===== src/rtl/mem_arbiter.sv =====
// -----------------------------------------------------------------------------
// mem_arbiter
//
// Shares the single unified memory port between the instruction-fetch path
// (i_*) and the load/store/AMO path (d_*). Transactions are serialised with a
// fixed data-first priority. A starvation counter forces a fetch grant after
// STARVE_LIMIT consecutive data grants taken while fetch was waiting.
//
// Optional feature (compile-time macro MEM_ARB_LOCK_EN):
//   A data completion with d_lock=1 locks the bus to the data port. While
//   locked, only data is granted and the starvation override is suppressed.
//   The starvation counter saturates at STARVE_LIMIT. A data completion with
//   d_lock=0 releases the lock. Without the macro, d_lock is ignored.
//
// Parameters:
//   ADDR_W        address width
//   DATA_W        data width (strobe width is DATA_W/8)
//   STARVE_LIMIT  max consecutive data grants while fetch waits (>= 1)
//
// Ports:
//   clk, rst                 clock, synchronous active-high reset
//   i_req/i_addr             fetch request and address (held until i_ready)
//   i_rdata/i_ready          fetch read data and completion pulse
//   d_req/d_wen/d_strb       data request, write enable, byte strobes
//   d_addr/d_wdata/d_lock    data address, write data, lock-after-this flag
//   d_rdata/d_ready          data read data and completion pulse
//   m_req/m_wen/m_strb       memory request, write enable, strobes (registered)
//   m_addr/m_wdata           memory address and write data (registered)
//   m_rdata/m_ready          memory read data and completion
// -----------------------------------------------------------------------------
module mem_arbiter #(
    parameter int ADDR_W       = 32,
    parameter int DATA_W       = 32,
    parameter int STARVE_LIMIT = 4
) (
    input  logic                clk,
    input  logic                rst,
    input  logic                i_req,
    input  logic [ADDR_W-1:0]   i_addr,
    output logic [DATA_W-1:0]   i_rdata,
    output logic                i_ready,
    input  logic                d_req,
    input  logic                d_wen,
    input  logic [DATA_W/8-1:0] d_strb,
    input  logic [ADDR_W-1:0]   d_addr,
    input  logic [DATA_W-1:0]   d_wdata,
    input  logic                d_lock,
    output logic [DATA_W-1:0]   d_rdata,
    output logic                d_ready,
    output logic                m_req,
    output logic                m_wen,
    output logic [DATA_W/8-1:0] m_strb,
    output logic [ADDR_W-1:0]   m_addr,
    output logic [DATA_W-1:0]   m_wdata,
    input  logic [DATA_W-1:0]   m_rdata,
    input  logic                m_ready
);

    localparam int STRB_W = DATA_W / 8;
    localparam int CNT_W  = $clog2(STARVE_LIMIT + 1);
    localparam logic [CNT_W-1:0] LIMIT_CNT = CNT_W'(STARVE_LIMIT);

    typedef enum logic [1:0] {
        IDLE   = 2'd0,
        I_BUSY = 2'd1,
        D_BUSY = 2'd2
    } state_t;

    state_t             state_reg;
    state_t             state_next;
    logic [CNT_W-1:0]   starve_cnt_reg;
    logic               starved;
    logic               locked;
    logic               grant_i;
    logic               grant_d;
    logic               in_idle;

    logic               m_wen_reg;
    logic [STRB_W-1:0]  m_strb_reg;
    logic [ADDR_W-1:0]  m_addr_reg;
    logic [DATA_W-1:0]  m_wdata_reg;

    // -------------------------------------------------------------------------
    // Optional bus lock
    // -------------------------------------------------------------------------
`ifdef MEM_ARB_LOCK_EN
    logic lock_reg;

    // The lock follows d_lock of whichever data transaction completes last.
    always_ff @(posedge clk) begin
        if (rst) begin
            lock_reg <= 1'b0;
        end else if (state_reg == D_BUSY && m_ready) begin
            lock_reg <= d_lock;
        end
    end

    assign locked = lock_reg;
`else
    logic unused_d_lock;
    assign unused_d_lock = d_lock;
    assign locked        = 1'b0;
`endif

    // -------------------------------------------------------------------------
    // Arbitration decision (only acted upon while IDLE)
    // -------------------------------------------------------------------------
    assign in_idle = (state_reg == IDLE);
    assign starved = (starve_cnt_reg == LIMIT_CNT);

    // Fetch wins when it is alone, or when it has been starved; a held lock
    // keeps it out entirely, even if the data port is not requesting.
    assign grant_i = in_idle && i_req && !locked && (!d_req || starved);
    assign grant_d = in_idle && d_req && !grant_i;

    // -------------------------------------------------------------------------
    // FSM: state register
    // -------------------------------------------------------------------------
    always_ff @(posedge clk) begin
        if (rst) begin
            state_reg <= IDLE;
        end else begin
            state_reg <= state_next;
        end
    end

    // -------------------------------------------------------------------------
    // FSM: next-state logic
    // -------------------------------------------------------------------------
    always_comb begin
        state_next = state_reg;
        case (state_reg)
            IDLE: begin
                if (grant_d) begin
                    state_next = D_BUSY;
                end else if (grant_i) begin
                    state_next = I_BUSY;
                end
            end
            // Always pass through IDLE after a completion so a requester's
            // still-high req in its own completion cycle is never re-granted.
            I_BUSY, D_BUSY: begin
                if (m_ready) begin
                    state_next = IDLE;
                end
            end
            default: state_next = IDLE;
        endcase
    end

    // -------------------------------------------------------------------------
    // FSM: outputs
    // -------------------------------------------------------------------------
    always_comb begin
        m_req   = (state_reg == I_BUSY) || (state_reg == D_BUSY);
        i_ready = (state_reg == I_BUSY) && m_ready;
        d_ready = (state_reg == D_BUSY) && m_ready;
    end

    assign i_rdata = m_rdata;
    assign d_rdata = m_rdata;

    assign m_wen   = m_wen_reg;
    assign m_strb  = m_strb_reg;
    assign m_addr  = m_addr_reg;
    assign m_wdata = m_wdata_reg;

    // -------------------------------------------------------------------------
    // Memory-side payload, captured once at the granting edge and then held
    // regardless of what the requester does with its payload afterwards.
    // -------------------------------------------------------------------------
    always_ff @(posedge clk) begin
        if (rst) begin
            m_wen_reg   <= 1'b0;
            m_strb_reg  <= '0;
            m_addr_reg  <= '0;
            m_wdata_reg <= '0;
        end else if (grant_d) begin
            m_wen_reg   <= d_wen;
            m_strb_reg  <= d_strb;
            m_addr_reg  <= d_addr;
            m_wdata_reg <= d_wdata;
        end else if (grant_i) begin
            m_wen_reg   <= 1'b0;
            m_strb_reg  <= '0;
            m_addr_reg  <= i_addr;
            m_wdata_reg <= '0;
        end
    end

    // -------------------------------------------------------------------------
    // Starvation counter: counts data grants taken while fetch was waiting.
    // Saturation only matters with the lock, where data may keep winning
    // past the limit.
    // -------------------------------------------------------------------------
    always_ff @(posedge clk) begin
        if (rst) begin
            starve_cnt_reg <= '0;
        end else if (grant_i) begin
            starve_cnt_reg <= '0;
        end else if (grant_d) begin
            if (!i_req) begin
                starve_cnt_reg <= '0;
            end else if (starve_cnt_reg != LIMIT_CNT) begin
                starve_cnt_reg <= starve_cnt_reg + 1'b1;
            end
        end
    end

endmodule


===== config.mk =====
export PLATFORM = sky130hd
export DESIGN_NAME = mem_arbiter
export DESIGN_NICKNAME = d
export VERILOG_FILES = /design/src/rtl/mem_arbiter.sv
export SDC_FILE = /design/constraint.sdc
export NUM_CORES = 1
export LEC_CHECK = 0
export ABC_CLOCK_PERIOD_IN_PS = 4400
export BUFFER_PORTS_ARGS = -buffer_cell sky130_fd_sc_hd__buf_2
export CORE_AREA = 2 2 108 110
export DETAILED_ROUTE_END_ITERATION = 7
export DIE_AREA = 0 0 110 112
export GPL_TIMING_DRIVEN = 1
export PLACE_DENSITY = 0.68
export SLEW_MARGIN = 20
export SYNTH_ARGS = -nofsm -noshare
export SYNTH_HDL_FRONTEND = slang
export SYNTH_SLANG_ARGS = --single-unit

===== constraint.sdc =====
create_clock -name clk -period 4.4 [get_ports clk]
set_input_delay 0.88 -clock clk [delete_from_list [all_inputs] [get_ports clk]]
set_output_delay 0.88 -clock clk [all_outputs]
set_load 0.02 [all_outputs]

Word level (Yosys, flattened, before mapping)
Cells that the tools add are included.

Add/sub/neg operators: 1. $mul: 0. Divide/modulo/power cells: 0. Order comparisons: 0. Eq/ne operators: 7. Shifts and indexed selects: 0. Multiplexer cells: 14. Bitwise operators: 0. Reductions and logical operators: 16.

Operators with widths (count): two-way mux 32 bit (4); two-way mux 4 bit (2); logical AND 1 bit (6); two-way mux 2 bit (3); two-way mux 3 bit (2); != test 3 bit, second input constant (2); case mux 2 bit (2 select lines) (1); AND reduction 2 bit (2); OR reduction 2 bit (2); adder 3 x 1 -> 3 bit, second input constant (1); equality test 3 bit, second input constant (1); equality test 2 x 1 -> 1 bit, second input constant (1); equality test 2 bit, second input constant (1); zero test 1 bit (2); zero test 2 bit (1); logical OR 1 bit (2); two-way mux 1 bit (2); != test 2 x 1 -> 1 bit, second input constant (1); != test 2 bit, second input constant (1); nonzero test 2 bit (1).

Register bits: 74. Bits in latches: 0. Bits in writable memories: 0. Bits in read-only memories: 0. Input port bits: 139. Output and inout bits: 136. Word-level logic and storage cells: 44. Memories kept: 0.

Logic depth before layout (Yosys ltp)
Depth after elaboration: 7. Depth in mapped cells: 7. Mapped depth without buffers: 5.

Least setup slack after synthesis
No wires, ideal clock.

Path type: input -> output. From: input m_ready. To: output d_ready. Arrival time: 1.096 ns. Data required time: 3.520 ns. Slack: 2.424 ns. Stages on the path: 1. Path buffers: 0. Cells stage by stage: and2_1.

Longest elaborated chain between the ends: 1.

Ends and longest elaborated chain: start: declaration (RTL line 56) `input logic m_ready`; logical AND 1 bit (RTL line 157) `d_ready = (state_reg == D_BUSY) && m_ready;`; end: declaration (RTL line 49) `output logic d_ready,`.

Every way passes these cells.

Final worst setup path
From: input i_req. To: register m_addr_reg[30], in the netlist m_addr[30].

Longest elaborated chain between the ends: 5. Elaborated cells between the ends (all ways): 6. Those cells by class: 1 x mux; 5 x reduce/logical.

Ends and longest elaborated chain: start: declaration (RTL line 38) `input logic i_req,`; logical AND 1 bit * (2 in a row) (RTL line 113) `assign grant_i = in_idle && i_req && !locked && (!d_req || starved);`; zero test 1 bit (RTL line 114) `assign grant_d = in_idle && d_req && !grant_i;`; logical AND 1 bit (RTL line 114); two-way mux 32 bit or nonzero test 2 bit (tied branches); end signal: assignment (RTL line 181) `m_addr_reg <= d_addr;`; end signal: assignment (RTL line 186) `m_addr_reg <= i_addr;`; end: declaration (RTL line 80) `logic [ADDR_W-1:0] m_addr_reg;`.

Mark *: on every way between the ends. The rest lies on a longest branch, timed or not. A chain may end at the register's enable or synchronous reset.

==> impl_metrics.json <==
{
  "status": "complete, no violations",
  "synth.yosys.warnings": 0,
  "p_total_mw": 2.24,
  "start_util_pct": 32.5,
  "gr-total-overflow": 0,
  "total_leakage_power_nw": 1.98,
  "clockBufferDepth": 2,
  "synth_top_area_share_pct": 40.8,
  "finalNonFillerCells": 656,
  "dp_hpwl_um": 6980,
  "critPathBufInv": 2,
  "synth.top_cells.by_count": "dfxtp_1 (74), buf_4 (70), nor2_1 (70)",
  "cp_slowest_cell": "and3_1",
  "clk_pin_slew_worst_paths_ns": 0.06,
  "rows": 39,
  "hold_viol_final": 0,
  "die_w_um": 110,
  "min_period_ns": 2.45,
  "critical_path.max_stage_delay_ns": 0.94,
  "routed_wirelength_um": 10400,
  "cts_buffers": 9,
  "ys_ff_latch": 74,
  "p_int_mw": 1.52,
  "grt_max_degree": 66,
  "cts_resized": 0,
  "vias": 3406,
  "final_util_pct": 39.2,
  "yosysUniqueCellTypes": 29,
  "port_buffers": 177,
  "antenna_found_initial": 0,
  "async_flop_share_pct": 0,
  "critical_path_arrival_ns": 2.68,
  "holdBufCountCts": 0,
  "yosysMostFrequentCell": "dfxtp_1",
  "hold_path_class": "flop to flop",
  "setup_violations": 0,
  "h-tree-depth": 3,
  "drv_cap": 0,
  "syn_to_final_growth_pct": 20.7,
  "combPwrFrac_pct": 25.4,
  "place_congestion": 0.781,
  "ant_nets": 0,
  "clockPowerShare_pct": 38.5,
  "tns_ns": 0,
  "diodes": 0,
  "drive_gt1_share_pct": 39.6,
  "skew_ns": 0.00544,
  "rsz0062_at_grt": "false",
  "cts_setup_buffers": 0,
  "clk_latency_ns": 0.33,
  "drt-wirelength-per-cell_um": 15.8,
  "slew_violations": 0,
  "tightestPinTransition_ns": 1.14,
  "slew_headroom_pct": 24.1,
  "ys.flop_type": "dfxtp_1",
  "nets": 652,
  "floorplan.die.height_um": 112,
  "io_pins": 275,
  "coreArea_um2": 11200,
  "drt_pass1_iterations": 4,
  "place_inst": 640,
  "crit_path_start_kind": "input pin",
  "power_density_nw_per_um2": 510,
  "syn_nets": 564,
  "die-area_um2": 12300,
  "crit_required_ns": 4.63,
  "critPathMaxFanout": 28,
  "synth_edf_count": 0,
  "grt_usage_pct": 16.1,
  "ir_worst_vdd_mv": 0.214,
  "grt_pass1_wl_um": 15600,
  "end_kind": "flop",
  "synth_area_leader_cell": "dfxtp_1",
  "pwr-share-seq_pct": 36.1,
  "switchingPower_mw": 0.713,
  "synth_area_um2": 3630,
  "cts-root-buf": "clkbuf_16",
  "drt_iter0_drc": 270,
  "syn_inst": 420,
  "fmax_mhz": 408,
  "crit_type": "input pin to flop",
  "n_fill_cell": 1133,
  "via_per_inst": 5.19,
  "period_share_pct": 55.7,
  "drc_errors": 0,
  "netlist_top_cells_area": "dfxtp_1 (41%), buf_4 (14%), a32oi_1 (8.9%), a311oi_1 (7.7%), nor2_1 (7.2%)",
  "cp_top_family": "simple AND/OR/NAND/NOR gates",
  "grt_pass1_vias": 3147,
  "avgSynthCellArea_um2": 8.65,
  "cts_tree": "built",
  "swShare_pct": 31.9,
  "seq_area_frac_synth_pct": 40.8,
  "crit_chain": "buf_2 > and3_1 > buf_4 > o21ai_1 > a311oi_1",
  "cts.sinks": 74
}
## final cells by class
class / instances / area (um2) / share of cell area [%]
multi-input combinational: 237 / 1440 / 32.8
clock buffer: 9 / 225 / 5.14
clock inverter: 7 / 124 / 2.82
tap: 143 / 179 / 4.08
inverter: 4 / 15.0 / 0.342
sequential: 74 / 1480 / 33.8
timing repair buffer: 182 / 923 / 21.1
## power by group through the flow
| stage | Combinational (mW) | Sequential (mW) | Clock [mW] |
|---|---|---|---|
| floorplan | 0.380 | 0.921 | 0 |
| global placement | 0.561 | 0.817 | 0 |
| detailed placement | 0.571 | 0.820 | 0 |
| CTS | 0.573 | 0.808 | 0.895 |
| global route | 0.628 | 0.818 | 0.924 |
| finish | 0.568 | 0.807 | 0.862 |
## worst reg2reg max path, cell delays in order, from the launching register on
cell and delay (ns):
dfxtp_1 0.33, inv_1 0.08, ha_1 0.29, and2_2 0.92, buf_4 0.39, a32oi_1 0.14, nor2_1 0.12
## metal layers
metal  vias up  track usage [%]  routed length [um]
met1      1575             18.7                4180
met3        16             5.39                1060
met5         -                0                   0
li1       1637                -                   -
met2       178             27.2                4980
met4         0             5.65                 154
## cells by family after synthesis
| kind of cell | synth area share [%] |
|---|---|
| AO/OA/AOI/OAI | 23.2 |
| adder cells (fa/ha/maj) | 1.72 |
| buffers and inverters | 20.2 |
| flip-flops | 40.8 |
| AND/OR/NAND/NOR | 14.1 |
## cell usage in the layout, fill, tap and decap left out, drive strengths merged, types with 2 or more instances in the layout
cell type and instances:
nor2 70, a32oi 37, a21oi 2, nand2 3
o21ai 37, nand3 35, bufinv 3, clkbuf 9
a311oi 32, a211oi 2, inv 6, and2 3
ha 5, buf 182, dfxtp 74
## metrics by stage
stage | worst slack [ns] | area [um2] | hold slack [ns]
after floorplan | 2.42 | 3630 | 0.468
after global placement | 1.72 | 4030 | 0.461
after detailed placement | 1.61 | 4030 | 0.471
after CTS | 1.95 | 4380 | 0.495
after global routing | 1.79 | 4390 | 0.521
final | 1.95 | 4390 | 0.492
## worst paths after layout
check / startpoint / to / slack [ns] / cells after the start
worst max-delay path: i_req / m_addr[30]$_SDFFE_PP0P_ / 1.95 / 5
worst min-delay path: m_wdata[8]$_SDFFE_PP0P_ / m_wdata[8]$_SDFFE_PP0P_ / 0.49 / 2
worst max register to register: state_reg[0]$_SDFFE_PP0P_ / m_wdata[18]$_SDFFE_PP0P_ / 2.07 / 6
worst min register to register: m_wdata[8]$_SDFFE_PP0P_ / m_wdata[8]$_SDFFE_PP0P_ / 0.49 / 2
No activity file was read; power rests on OpenSTA's default activity.
